$ cat src/rtl/clock_generator_multi_if.sv
// Control and status bus of the multi-channel clock divider.
// The master drives enables and divisor writes; the slave returns clocks, ticks and pending flags.
interface clock_generator_multi_if #(
   parameter int unsigned N_CHANNELS = 4,
   parameter int unsigned DIV_WIDTH  = 24
);
   localparam int unsigned CHAN_W = (N_CHANNELS > 1) ? $clog2(N_CHANNELS) : 1;

   logic [N_CHANNELS-1:0] en;
   logic                  wr_en;
   logic [CHAN_W-1:0]     wr_chan;
   logic [DIV_WIDTH-1:0]  wr_half_period;
   logic [N_CHANNELS-1:0] clk_salida;
   logic [N_CHANNELS-1:0] tick;
   logic [N_CHANNELS-1:0] pending;

   modport master (
      output en, wr_en, wr_chan, wr_half_period,
      input  clk_salida, tick, pending
   );

   modport slave (
      input  en, wr_en, wr_chan, wr_half_period,
      output clk_salida, tick, pending
   );
endinterface

$ cat src/rtl/clock_generator_multi.sv
// Multi-channel programmable clock divider with glitch-free divisor reload at toggle boundaries.
// Each channel produces a 50% duty clock of period 2*max(1,half_period) and a rising-edge tick.
module clock_generator_multi #(
   parameter int unsigned SYS_CLK_HZ   = 50000000,
   parameter int unsigned N_CHANNELS   = 4,
   parameter int unsigned DIV_WIDTH    = 24,
   parameter int unsigned DEFAULT_FREQ = 10000
) (
   input  logic                    clk_FPGA,
   input  logic                    reset,
   clock_generator_multi_if.slave  bus
);
   localparam int unsigned HP0 = SYS_CLK_HZ / (2 * DEFAULT_FREQ);
   localparam logic [DIV_WIDTH-1:0] HP0_V = DIV_WIDTH'(HP0);
   localparam logic [DIV_WIDTH-1:0] ONE_V = DIV_WIDTH'(1);

   logic [N_CHANNELS-1:0] clk_vec;
   logic [N_CHANNELS-1:0] tick_vec;
   logic [N_CHANNELS-1:0] pend_vec;

   for (genvar i = 0; i < int'(N_CHANNELS); i++) begin : g_ch
      logic [DIV_WIDTH-1:0] cnt_q;
      logic [DIV_WIDTH-1:0] active_hp_q;
      logic [DIV_WIDTH-1:0] shadow_hp_q;
      logic                 clk_q;
      logic                 tick_q;
      logic                 pend_q;
      logic [DIV_WIDTH-1:0] eff_c;
      logic                 run_c;
      logic                 bound_c;
      logic                 wr_hit_c;

      // A high output keeps counting after en drops so the high phase is never cut short.
      assign eff_c    = (active_hp_q == '0) ? ONE_V : active_hp_q;
      assign run_c    = bus.en[i] | clk_q;
      assign bound_c  = run_c && (cnt_q == (eff_c - ONE_V));
      assign wr_hit_c = bus.wr_en && (32'(bus.wr_chan) == 32'(i));

      // Boundary reload uses the pre-edge shadow; a same-edge write re-arms pending.
      always_ff @(posedge clk_FPGA or negedge reset) begin
         if (!reset) begin
            cnt_q       <= '0;
            active_hp_q <= HP0_V;
            shadow_hp_q <= HP0_V;
            clk_q       <= 1'b0;
            tick_q      <= 1'b0;
            pend_q      <= 1'b0;
         end else begin
            if (bound_c) begin
               clk_q  <= ~clk_q;
               tick_q <= ~clk_q;
               cnt_q  <= '0;
            end else begin
               tick_q <= 1'b0;
               cnt_q  <= run_c ? (cnt_q + ONE_V) : '0;
            end
            if (bound_c && pend_q) begin
               active_hp_q <= shadow_hp_q;
               pend_q      <= 1'b0;
            end
            if (wr_hit_c) begin
               shadow_hp_q <= bus.wr_half_period;
               pend_q      <= 1'b1;
            end
         end
      end

      assign clk_vec[i]  = clk_q;
      assign tick_vec[i] = tick_q;
      assign pend_vec[i] = pend_q;
   end

   assign bus.clk_salida = clk_vec;
   assign bus.tick       = tick_vec;
   assign bus.pending    = pend_vec;
endmodule

$ cat src/flat_wrapper.sv
// flat-port wrapper written by rule: the top's interface ports become plain ports
module clock_generator_multi_flat 
#(
   parameter int unsigned SYS_CLK_HZ   = 50000000,
   parameter int unsigned N_CHANNELS   = 4,
   parameter int unsigned DIV_WIDTH    = 24,
   parameter int unsigned DEFAULT_FREQ = 10000
)
  (clk_FPGA, reset, bus_en, bus_wr_en, bus_wr_chan, bus_wr_half_period, bus_clk_salida, bus_tick, bus_pending);
  clock_generator_multi_if #(.N_CHANNELS(N_CHANNELS), .DIV_WIDTH(DIV_WIDTH)) bus_i ();
  input  logic clk_FPGA;
  input  logic reset;
  input wire logic [$bits(bus_i.en)-1:0] bus_en;
  input wire logic [$bits(bus_i.wr_en)-1:0] bus_wr_en;
  input wire logic [$bits(bus_i.wr_chan)-1:0] bus_wr_chan;
  input wire logic [$bits(bus_i.wr_half_period)-1:0] bus_wr_half_period;
  output wire logic [$bits(bus_i.clk_salida)-1:0] bus_clk_salida;
  output wire logic [$bits(bus_i.tick)-1:0] bus_tick;
  output wire logic [$bits(bus_i.pending)-1:0] bus_pending;
  assign bus_i.en = bus_en;
  assign bus_i.wr_en = bus_wr_en;
  assign bus_i.wr_chan = bus_wr_chan;
  assign bus_i.wr_half_period = bus_wr_half_period;
  assign bus_clk_salida = bus_i.clk_salida;
  assign bus_tick = bus_i.tick;
  assign bus_pending = bus_i.pending;
  clock_generator_multi #(.SYS_CLK_HZ(SYS_CLK_HZ), .N_CHANNELS(N_CHANNELS), .DIV_WIDTH(DIV_WIDTH), .DEFAULT_FREQ(DEFAULT_FREQ)) u_core (.clk_FPGA(clk_FPGA), .reset(reset), .bus(bus_i));
endmodule
$ cat config.mk
export PLATFORM = sky130hd
export DESIGN_NAME = clock_generator_multi_flat
export DESIGN_NICKNAME = d
export VERILOG_FILES = /design/src/rtl/clock_generator_multi_if.sv /design/src/rtl/clock_generator_multi.sv /design/src/flat_wrapper.sv
export SDC_FILE = /design/constraint.sdc
export NUM_CORES = 1
export LEC_CHECK = 0
export BUFFER_PORTS_ARGS = -buffer_cell sky130_fd_sc_hd__buf_2
export CAP_MARGIN = 20
export CORE_MARGIN = 1
export CORE_UTILIZATION = 38
export CTS_CLUSTER_DIAMETER = 120
export DETAILED_ROUTE_END_ITERATION = 8
export GPL_ROUTABILITY_DRIVEN = 0
export PLACE_DENSITY = 0.53
export SYNTH_ARGS = -nofsm -noshare
export SYNTH_HDL_FRONTEND = slang
export SYNTH_SLANG_ARGS = --single-unit
$ cat constraint.sdc
create_clock -name clk_FPGA -period 5.3 [get_ports clk_FPGA]
set_input_delay 0 -clock clk_FPGA [delete_from_list [all_inputs] [get_ports clk_FPGA]]
set_output_delay 0 -clock clk_FPGA [all_outputs]
set_load 0.05 [all_outputs]
# Word-level counts from Yosys, hierarchy flattened
# Index checks and enable logic that the tools add are counted.
word_totals:
  output_inout_bits: 12
  reg_bits: 300
  in_bits: 33
classes:
  n_bitwise: 8
  reduce_logical: 21
  n_mux: 24
  eq_ne: 7
  add_sub_neg: 8
op_table:
  columns: ["op", "n"]
  rows:
  - ["24-bit 2-to-1 mux", 12]
  - ["24-bit by 1-bit adder with 24-bit output, second input constant", 4]
  - ["24-bit == test", 4]
  - ["24-bit logical NOT", 4]
  - ["24-bit by 1-bit subtractor with 24-bit output, second input constant", 4]
  - ["1-bit logical AND", 12]
  - ["1-bit 2-to-1 mux", 12]
  - ["2-bit nonzero test", 4]
  - ["2-bit == test, second input constant", 2]
  - ["1-bit NOT", 4]
  - ["1-bit OR", 4]
  - ["2-bit by 1-bit == test with 1-bit output, second input constant", 1]
  - ["2-bit logical NOT", 1]

# Longest topological paths before layout
# Gate-level depths: netlist of the first run.
logic_depth:
  ltp_word: 8
  depth_mapped: 15
  depth_no_buf: 13

# Worst setup path before layout of the first run
# Ideal clock, no wire load.
synth_timing:
  path_kind: "reg2reg"
  from: "register u_core.g_ch[3].active_hp_q[10]"
  to: "register u_core.g_ch[3].active_hp_q[10]"
  arrival_time_ns: 4.379
  n_path_buf: 2
  path_slack_ns: 0.796
  synth_period_minus_slack_ns: 4.504
  required_ns: 5.175
  setup_ns: 0.125
  stages_incl_launch_ff: 15
  cell_sequence: "dfrtp_1 -> or4_1 -> nor4b_2 -> a31oi_1 -> ha_1 -> or4b_4 -> nor2_1 -> or3_1 -> a2111oi_2 -> nand4_1 -> or4b_1 -> or4b_1 -> buf_2 -> buf_6 -> mux2_4"
synth_between:
  elab_chain_len: 6
synth_rtl:
  columns: ["element", "line_no", "source"]
  rows:
  - ["start, declared", "clock_generator_multi.sv:23", "logic [DIV_WIDTH-1:0] active_hp_q;"]
  - ["start signal, assigned", "clock_generator_multi.sv:58", "active_hp_q <= shadow_hp_q;"]
  - ["24-bit logical NOT", "clock_generator_multi.sv:34", "assign eff_c = (active_hp_q == '0) ? ONE_V : active_hp_q;"]
  - ["24-bit 2-to-1 mux *", "clock_generator_multi.sv:34", null]
  - ["24-bit by 1-bit subtractor with 24-bit output *", "clock_generator_multi.sv:36", "assign bound_c = run_c && (cnt_q == (eff_c - ONE_V));"]
  - ["24-bit == test *", "clock_generator_multi.sv:36", null]
  - ["1-bit logical AND *", "clock_generator_multi.sv:36", null]
  - ["1-bit logical AND *", "clock_generator_multi.sv:57", "if (bound_c && pend_q) begin"]
# Every way passes the cells marked *; elsewhere a longest branch is shown, timed or not.
# A chain may end at the register's enable or synchronous reset.

# Final worst setup path of the first run
layout_timing:
  from: "register u_core.g_ch[3].active_hp_q[17]"
  to: "register u_core.g_ch[3].active_hp_q[4]"
# The elaborated chain is that of the path after synthesis.

==> flow_summary.ini, run 1 <==
[cts]
cts_tree = yes
cts-buffers-inserted = 35
h-tree-depth = 2
clk_latency_ns = 0.53
cts.sinks = 300
clk_pin_slew_ns = 0.06
clock_path_buffers = 3
cts-root-buf = clkbuf_16

[routing]
via_count = 11982
first_pass_iters = 5
drt_iter0_drc = 729
drcViolationCount = 0
wire_per_inst_um = 17.98
vias_per_cell = 5.434
ant_nets = 0
wirelength_mm = 39.64

[placed_design]
io_buffers = 44
numPlacedInstances = 2115
place_area_um2 = 17210
dp_slack_ns = 0.3968
hpwl_mm = 28.16

[global_routing]
grt_max_degree = 123
grt_pass1_wl_mm = 64.83
track_usage_pct = 18.40
grt_overflow = 0
grt_pass1_vias = 11729
antenna_found_initial = 2

[layout]
area_growth_pct = 13.46
nNetsFinal = 1642
drive_gt1_share_pct = 23.11
design_area_um2 = 18650
final_cells = 2205
regArea_um2 = 7557
fillers = 4040
post-route-util_pct = 44.07
multiInputGateArea_um2 = 8466

[yosys]
yosysWarningCount = 0
syn_nets = 1589
ys_seq_area_share_pct = 45.97
yosysUniqueCellTypes = 81
synth_edf_count = 0
synthArstFlopShare_pct = 100.0
synth_top_flop_cell = dfrtp_1
syn-cell-area_um2 = 16440
netlist_instances = 1548
syn-mean-instance-area_um2 = 10.62
ys_seq_elements = 300

[floorplan]
row_count = 75
die_h_um = 210.0
dieArea_um2 = 44090
start_util_pct = 38.84
die_w_um = 210.0
ios = 45
core_region_area_um2 = 42320

[setup_path]
critPathArrivalTime_ns = 5.38
r2r-end = u_core.g_ch[3].active_hp_q[4]$_DFFE_PN0P_
critPathKind = register to register
critPathMaxFanout = 24
worstSetupEndpointType = register
crit_path_start_kind = register
critical_path_required_ns = 5.70
reg2reg_slack_ns = 0.32
r2r_cells = 13
cp_slowest_cell = nor4_1
rr_startpoint = u_core.g_ch[3].active_hp_q[17]$_DFFE_PN0P_
slowest_delay_ns = 0.57
crit_path_cell_trace = nor4_1, nor4b_2, a31oi_1, ha_1, or4b_4, nor2_1, or3_1, a2111oi_2, nand4_1, or4b_1, or4b_1, buf_4, mux2_4
crit_top_cell = or4b_1

[pwr]
pwr-share-seq_pct = 26.9
internal-power_mw = 6.818
p_total_mw = 11.71
combPwrFrac_pct = 52.3
p_sw_share_pct = 41.76
power.leakage_nw = 8.273
powerDensity_nw_per_um2 = 627.7
ir_drop_mv = 0.3229
clkPwrFrac_pct = 20.8
p_sw_mw = 4.889

[sta]
slew_headroom_pct = 36.33
finalHoldViolations = 0
worst_slew_pin_slew_ns = 0.9551
fin_skew_ns = 0.01837
finalSetupTns_ns = 0
max_freq_mhz = 200.8
layout_setup_ws_ns = 0.3199
hold_ws_ns = 0.04555
finalMaxSlewViolations = 0
fin_crit_ns = 4.980
setup_viol = 0
min_period_over_period_pct = 93.96
rsz0062_at_grt = false

[min_path]
hold_path_class = primary input to register
min_to = u_core.g_ch[2].cnt_q[1]$_DFF_PN0_
hold_path_startpoint = bus_en[2]
whs_path_depth = 3

[job]
drv_cap = 0

[outcome]
status = finished clean
## cell families (layout without fill, tap and decap cells)
kind of cell	after synthesis	in the layout	share of synthesized area (%)
AOI/OAI and AO/OA	151	151	6.516
xor gates and xnor gates	190	190	10.12
adders and majority gates	9	9	0.6698
buffers and inverters	95	174	2.641
DFF	300	300	45.97
muxes	204	204	14.38
other	0	1	0
and+or+nand+nor	599	599	19.70
## layer usage
metal / wire (um) / share of wire [%] / GRT usage, % / up-vias
met2: 18030 / 45 / 29.12 / 268
li1: - / - / - / 5712
met3: 1741 / 4.4 / 2.637 / 62
met5: 0 / 0 / 0 / -
met4: 787 / 2.0 / 4.707 / 0
met1: 19080 / 48 / 26.42 / 5940
## flip-flops by register name (all words and copies together), names as in the netlist
| signal | count |
|---|---|
| u_core.g_ch.active_hp_q | 96 |
| u_core.g_ch.clk_q | 4 |
| u_core.g_ch.cnt_q | 96 |
| u_core.g_ch.pend_q | 4 |
| u_core.g_ch.shadow_hp_q | 96 |
| u_core.g_ch.tick_q | 4 |
## power by group through the flow
stage / logic [mW] / registers, mW / clock network, mW
CTS: 6.05 / 3.15 / 2.53
detailed placement: 6.00 / 3.19 / 0
finish: 6.12 / 3.15 / 2.44
floorplan: 4.77 / 2.98 / 0
global placement: 5.90 / 3.18 / 0
global route: 6.72 / 3.21 / 2.62
## cells in the mapped netlist (9+ instances only)
library cell	count	share of area [%]
a21oi_1	26	0.79
a31oi_1	12	0.46
and2_1	9	0.34
and3_1	42	1.6
and4_1	15	0.80
buf_4	12	0.55
clkbuf_1	49	1.1
dfrtp_1	260	40
dfstp_2	40	6.4
inv_1	22	0.50
mux2_2	176	12
mux2_4	20	1.8
nand2_1	70	1.6
nand2b_1	16	0.61
nand3_1	57	1.7
nand3b_1	16	0.73
nand4_1	43	1.6
nor2_1	167	3.8
nor3_1	45	1.4
nor3b_1	9	0.41
nor4_1	40	1.5
nor4b_1	10	0.53
o211ai_1	11	0.50
o21ai_0	22	0.67
o22ai_1	9	0.34
or3_1	16	0.61
or4_1	11	0.50
xnor2_1	81	4.3
xor2_1	109	5.8
## cell usage in the layout, fill, tap and decap left out, types with 42 or more instances in the layout
| cell | count |
|---|---|
| nand4_1 | 43 |
| dfrtp_1 | 260 |
| nand3_1 | 57 |
| nand2_1 | 70 |
| mux2_2 | 176 |
| xnor2_1 | 81 |
| and3_1 | 42 |
| buf_2 | 43 |
| xor2_1 | 109 |
| nor2_1 | 167 |
| nor3_1 | 45 |
## layout make-up
cell class	instances	area share, %
flip-flops and latches	300	40.52
clock buffers	56	5.830
repair buffers	89	3.462
multi-input cells	1153	45.39
well taps	577	3.871
diodes	1	0.01342
inverters	22	0.4428
clock inverters	7	0.4696
## worst max-delay path, delay by kind of cell, from the launching register on
kind | cells | cell delay [ns]
flip-flops | 1 | 0.46
adder cells (fa/ha/maj) | 1 | 0.30
AND/OR/NAND/NOR | 8 | 2.87
AO/OA/AOI/OAI | 2 | 0.60
multiplexers | 1 | 0.35
buffers and inverters | 1 | 0.27
## timing repair
action | 4_1_cts | 5_1_grt
hold endpoints to repair | 196 | 0
setup buffers | 0 | 0
hold buffers | 26 | 0
gates resized for setup | 0 | 0
## worst max path at each step
stage | from | endpoint | slack, ns | depth (start not counted)
after floorplan | u_core.g_ch[3].active_hp_q[10]$_DFFE_PN0P_ | u_core.g_ch[3].active_hp_q[10]$_DFFE_PN0P_ | 0.80 | 14
after global placement | u_core.g_ch[3].active_hp_q[10]$_DFFE_PN0P_ | u_core.g_ch[3].active_hp_q[13]$_DFFE_PN0P_ | 0.43 | 13
after detailed placement | u_core.g_ch[3].active_hp_q[10]$_DFFE_PN0P_ | u_core.g_ch[3].active_hp_q[3]$_DFFE_PN0P_ | 0.40 | 13
after CTS | u_core.g_ch[3].active_hp_q[10]$_DFFE_PN0P_ | u_core.g_ch[3].active_hp_q[20]$_DFFE_PN0P_ | 0.37 | 13
after global routing | u_core.g_ch[3].active_hp_q[17]$_DFFE_PN0P_ | u_core.g_ch[3].active_hp_q[19]$_DFFE_PN0P_ | 0.07 | 13
final | u_core.g_ch[3].active_hp_q[17]$_DFFE_PN0P_ | u_core.g_ch[3].active_hp_q[4]$_DFFE_PN0P_ | 0.32 | 13
Note: power is estimated with default switching activity, not from simulation.
==> inputs of run 2 (changes only) <==
--- a/config.mk
+++ b/config.mk
@@ -7,12 +7,15 @@
 export LEC_CHECK = 0
 export BUFFER_PORTS_ARGS = -buffer_cell sky130_fd_sc_hd__buf_2
 export CAP_MARGIN = 20
+export CELL_PAD_IN_SITES_DETAIL_PLACEMENT = 1
+export CELL_PAD_IN_SITES_GLOBAL_PLACEMENT = 2
 export CORE_MARGIN = 1
 export CORE_UTILIZATION = 38
 export CTS_CLUSTER_DIAMETER = 120
 export DETAILED_ROUTE_END_ITERATION = 8
 export GPL_ROUTABILITY_DRIVEN = 0
-export PLACE_DENSITY = 0.53
+export PLACE_DENSITY = 0.73
+export RECOVER_POWER = 50
 export SYNTH_ARGS = -nofsm -noshare
 export SYNTH_HDL_FRONTEND = slang
 export SYNTH_SLANG_ARGS = --single-unit
==> flow_summary.ini, run 2 (synthesized netlist as in run 1, its figures left out) <==
[routing]
vias_per_cell = 5.469
wirelength_mm = 43.74
drcViolationCount = 0
drt_iter0_drc = 536
ant_nets = 0
first_pass_iters = 5
wire_per_inst_um = 19.82
via_count = 12070

[layout]
post-route-util_pct = 44.39
design_area_um2 = 18790
top_regs = u_core.g_ch.active_hp_q (96), u_core.g_ch.cnt_q (96), u_core.g_ch.shadow_hp_q (96)
antenna_cells = 0
fillers = 4609
layout_common_cells = dfrtp_1, mux2_2, nor2_1
nNetsFinal = 1645
final_common_cell = dfrtp_1
drive_gt1_share_pct = 22.27
final_cells = 2207
area_growth_pct = 14.29

[cts]
post_cts_buffers = 0
clk_latency_ns = 0.54
clock_path_buffers = 3
cts.sinks = 300
cts_tree = yes
h-tree-depth = 2
cts-root-buf = clkbuf_16
cts-buffers-inserted = 35
clk_pin_slew_ns = 0.06

[pwr]
power.leakage_nw = 8.295
p_total_mw = 12.13
ir_drop_mv = 0.2987
powerDensity_nw_per_um2 = 645.7

[sta]
min_period_over_period_pct = 93.56
finalSetupTns_ns = 0
rsz0062_at_grt = false
finalHoldViolations = 0
hold_ws_ns = 0.02771
fin_skew_ns = 0.01792
worst_slew_pin_slew_ns = 2.970
finalMaxSlewViolations = 160
fin_crit_ns = 4.959
max_freq_mhz = 201.7
layout_setup_ws_ns = 0.3413
slew_headroom_pct = -98.01
setup_viol = 0

[floorplan]
core_region_area_um2 = 42320
die_h_um = 210.0
ios = 45
die_w_um = 210.0
start_util_pct = 38.84
dieArea_um2 = 44090
row_count = 75

[setup_path]
crit_path_start_kind = register
crit_family = simple AND/OR/NAND/NOR gates
cp_slowest_cell = or4_1
critPathMaxFanout = 24
crit_path_cell_trace = or4_1, nor4b_2, a31oi_1, ha_1, or4b_4, nor2_1, or3_1, a2111oi_2, nand4_1, or4b_1, or4b_1, buf_4, mux2_4
crit_top_cell = or4b_1
path_buf_inv = 1
critical_path_required_ns = 5.72
critPathKind = register to register
worstSetupEndpointType = register
critPathArrivalTime_ns = 5.38
slowest_delay_ns = 0.58

[global_routing]
grt_max_degree = 120
grt_pass1_wl_mm = 72.30
track_usage_pct = 20.68
antenna_found_initial = 1
grt_pass1_vias = 12764
grt_overflow = 0

[placed_design]
place_area_um2 = 17220
io_buffers = 44
numPlacedInstances = 2116
dp_slack_ns = 0.3217
hpwl_mm = 31.30

[job]
drv_cap = 2

[outcome]
status = complete, but fails checks
violations = max-capacitance violations, max-slew violations

[min_path]
hold_path_class = primary input to register
run 2: cell types whose count changed in the layout (fill, tap and decap cells not counted), sizes merged:
| cell | change |
|---|---|
| diode | -1 |
| clkinvlp | +3 |
| clkinv | -2 |
| dlygate4sd3 | +1 |
| buf | -14 |
| bufinv | +6 |
| clkbuf | +9 |
run 2: worst paths after layout:
path | startpoint | endpoint | slack, ns | cells after the start
min | bus_en[2] | u_core.g_ch[2].cnt_q[1]$_DFF_PN0_ | 0.03 | 4
min reg2reg | u_core.g_ch[0].shadow_hp_q[5]$_DFFE_PN0P_ | u_core.g_ch[0].active_hp_q[5]$_DFFE_PN0P_ | 0.50 | 1
max in group asynchronous | reset | u_core.g_ch[0].cnt_q[8]$_DFF_PN0_ | 0.97 | 4
min in group asynchronous | reset | u_core.g_ch[2].active_hp_q[4]$_DFFE_PN0P_ | 0.83 | 3
max reg2reg | u_core.g_ch[3].active_hp_q[10]$_DFFE_PN0P_ | u_core.g_ch[3].active_hp_q[5]$_DFFE_PN0P_ | 0.34 | 13
max | u_core.g_ch[3].active_hp_q[10]$_DFFE_PN0P_ | u_core.g_ch[3].active_hp_q[5]$_DFFE_PN0P_ | 0.34 | 13
run 2: worst reg2reg max path, cell delays in order (launching register included):
cell and delay [ns]:
dfrtp_1 0.45, or4_1 0.58, nor4b_2 0.47, a31oi_1 0.22, ha_1 0.31, or4b_4 0.27, nor2_1 0.06, or3_1 0.35
a2111oi_2 0.37, nand4_1 0.12, or4b_1 0.53, or4b_1 0.49, buf_4 0.27, mux2_4 0.36
run 2: power by group:
group	total [mW]	switching, mW	internal (mW)
clock network	2.76	0.998	1.76
logic	6.20	3.57	2.63
registers	3.17	0.485	2.68
run 2: cell type report:
cell class                      instances  area [um^2]  area share (%)
Clock inverter                         14        280.3           1.492
Tap cell                              577        721.9           3.843
Clock buffer                           49         1041           5.541
Sequential cell                       300         7557           40.23
Multi-Input combinational cell       1153         8481           45.14
Timing Repair Buffer                   92        623.1           3.317
Inverter                               22        82.58          0.4396
run 2: routing by layer:
layer,routed length [um],vias to the layer above,GRT usage [%]
li1,-,5723,-
met1,21140,6166,29.29
met2,20070,111,32.39
met3,999,70,2.518
met4,1536,0,7.878
met5,0,-,0
run 2: what timing repair did:
action / 4_1_cts / 5_1_grt
resized for setup: 0 / 2
hold endpoints to repair: 249 / 0
endpoints found under the setup margin: 0 / 27
hold buffers: 28 / 0
==> inputs of run 3 (changes only) <==
--- a/config.mk
+++ b/config.mk
@@ -14,6 +14,7 @@
 export CTS_CLUSTER_DIAMETER = 120
 export DETAILED_ROUTE_END_ITERATION = 8
 export GPL_ROUTABILITY_DRIVEN = 0
+export MAX_ROUTING_LAYER = met4
 export PLACE_DENSITY = 0.73
 export RECOVER_POWER = 50
 export SYNTH_ARGS = -nofsm -noshare
==> flow_summary.ini, run 3 (synthesized netlist as in run 1, its figures left out) <==
[setup_path]
reg2reg_slack_ns = 0.32
path_buf_inv = 1
rr_startpoint = u_core.g_ch[3].active_hp_q[10]$_DFFE_PN0P_
critPathArrivalTime_ns = 5.40
critical_path_required_ns = 5.72
crit_path_start_kind = register
cp_slowest_cell = or4_1
crit_path_cell_trace = or4_1, nor4b_2, a31oi_1, ha_1, or4b_4, nor2_1, or3_1, a2111oi_2, nand4_1, or4b_1, or4b_1, buf_4, mux2_4
worstSetupEndpointType = register
critPathKind = register to register
crit_top_cell = or4b_1
crit_family = simple AND/OR/NAND/NOR gates
r2r-end = u_core.g_ch[3].active_hp_q[12]$_DFFE_PN0P_
slowest_delay_ns = 0.58
r2r_cells = 13
critPathMaxFanout = 24

[pwr]
pwr-share-seq_pct = 26.1
p_total_mw = 12.13
powerDensity_nw_per_um2 = 645.9
p_sw_mw = 5.056
ir_drop_mv = 0.2989
p_sw_share_pct = 41.67
internal-power_mw = 7.079
combPwrFrac_pct = 51.2
power.leakage_nw = 8.295
clkPwrFrac_pct = 22.7

[floorplan]
dieArea_um2 = 44090
start_util_pct = 38.84
ios = 45
row_count = 75
die_h_um = 210.0
die_w_um = 210.0
core_region_area_um2 = 42320

[global_routing]
grt_overflow = 0
antenna_found_initial = 1
grt_pass1_wl_mm = 72.33
grt_pass1_vias = 12754
grt_max_degree = 120
track_usage_pct = 21.31

[cts]
h-tree-depth = 2
cts-buffers-inserted = 35
cts_tree = yes
cts-root-buf = clkbuf_16
clock_path_buffers = 3
clk_latency_ns = 0.54
clk_pin_slew_ns = 0.06
cts.sinks = 300

[routing]
ant_nets = 0
wire_per_inst_um = 19.81
vias_per_cell = 5.480
wirelength_mm = 43.72
via_count = 12094
first_pass_iters = 5
drt_iter0_drc = 566
drcViolationCount = 0

[sta]
fin_skew_ns = 0.01751
finalSetupTns_ns = 0
max_freq_mhz = 201.0
worst_slew_pin_slew_ns = 2.965
finalHoldViolations = 0
slew_headroom_pct = -97.64
setup_viol = 0
layout_setup_ws_ns = 0.3237
finalMaxSlewViolations = 160
rsz0062_at_grt = false
min_period_over_period_pct = 93.89
fin_crit_ns = 4.976

[layout]
area_growth_pct = 14.29
top_regs = u_core.g_ch.active_hp_q (96), u_core.g_ch.cnt_q (96), u_core.g_ch.shadow_hp_q (96)
layout_common_cells = dfrtp_1, mux2_2, nor2_1
design_area_um2 = 18790
final_cells = 2207
nNetsFinal = 1645
final_common_cell = dfrtp_1
drive_gt1_share_pct = 22.27
antenna_cells = 0

[placed_design]
place_area_um2 = 17220
hpwl_mm = 31.30
io_buffers = 44
numPlacedInstances = 2116
dp_slack_ns = 0.3217

[min_path]
min_to = u_core.g_ch[2].cnt_q[1]$_DFF_PN0_
hold_path_class = primary input to register
whs_path_depth = 4
hold_path_startpoint = bus_en[2]

[outcome]
violations = max-capacitance violations, max-slew violations
status = complete, but fails checks

[job]
drv_cap = 2
run 3: cell counts in the layout (fill, tap and decap cells not counted):
Identical to the previous run, type by type.
run 3: timing repair:
| item | CTS | global route |
|---|---|---|
| resized for setup | 0 | 2 |
| setup buffers | 0 | 0 |
| endpoints found under the setup margin | 0 | 27 |
| hold buffers | 28 | 0 |
| endpoints found under the hold margin | 249 | 0 |
run 3: area by class of cell:
class,instances,area [um^2]
clock buffer,49,1041
clock inverter,14,280.3
fill,4609,23540
inverter,22,82.58
multi-input combinational,1153,8481
sequential,300,7557
tap,577,721.9
timing repair buffer,92,623.1
run 3: metal layers:
metal	up-vias	global-route usage, %	routed length (um)
li1	5729	-	-
met2	120	32.36	20090
met3	70	2.503	975
met5	-	-	0
met4	0	7.878	1522
met1	6175	29.32	21130
run 3: stage by stage:
step | util (%) | hold WS, ns
2_1_floorplan | - | -0.2956
3_3_place_gp | 40.69 | -0.05420
3_5_place_dp | 40.69 | -0.04543
4_1_cts | 44.50 | 0.009810
5_1_grt | 44.39 | 0.05478
6_report | 44.39 | 0.03453
run 3: power groups by stage:
stage               logic (mW)  registers [mW]  clock network [mW]
floorplan                 4.77            2.98                   0
global placement          6.06            3.18                   0
detailed placement        6.16            3.20                   0
CTS                       6.22            3.17                2.83
global route              6.89            3.24                2.92
finish                    6.21            3.17                2.75
run 3: worst max-delay path by stage:
stage                                                from                                          to  depth (start not counted)
2_1_floorplan  u_core.g_ch[3].active_hp_q[10]$_DFFE_PN0P_  u_core.g_ch[3].active_hp_q[10]$_DFFE_PN0P_                         14
3_3_place_gp   u_core.g_ch[3].active_hp_q[10]$_DFFE_PN0P_   u_core.g_ch[3].active_hp_q[5]$_DFFE_PN0P_                         13
3_5_place_dp   u_core.g_ch[3].active_hp_q[17]$_DFFE_PN0P_  u_core.g_ch[3].active_hp_q[14]$_DFFE_PN0P_                         13
4_1_cts        u_core.g_ch[3].active_hp_q[17]$_DFFE_PN0P_  u_core.g_ch[3].active_hp_q[12]$_DFFE_PN0P_                         13
5_1_grt        u_core.g_ch[3].active_hp_q[10]$_DFFE_PN0P_  u_core.g_ch[3].active_hp_q[12]$_DFFE_PN0P_                         13
6_report       u_core.g_ch[3].active_hp_q[10]$_DFFE_PN0P_  u_core.g_ch[3].active_hp_q[12]$_DFFE_PN0P_                         13
run 3: worst min-delay path: stages:
cell       delay (ns)
buf_2            0.13
o2bb2ai_1        0.07
buf_4            0.22
nor2_1           0.11
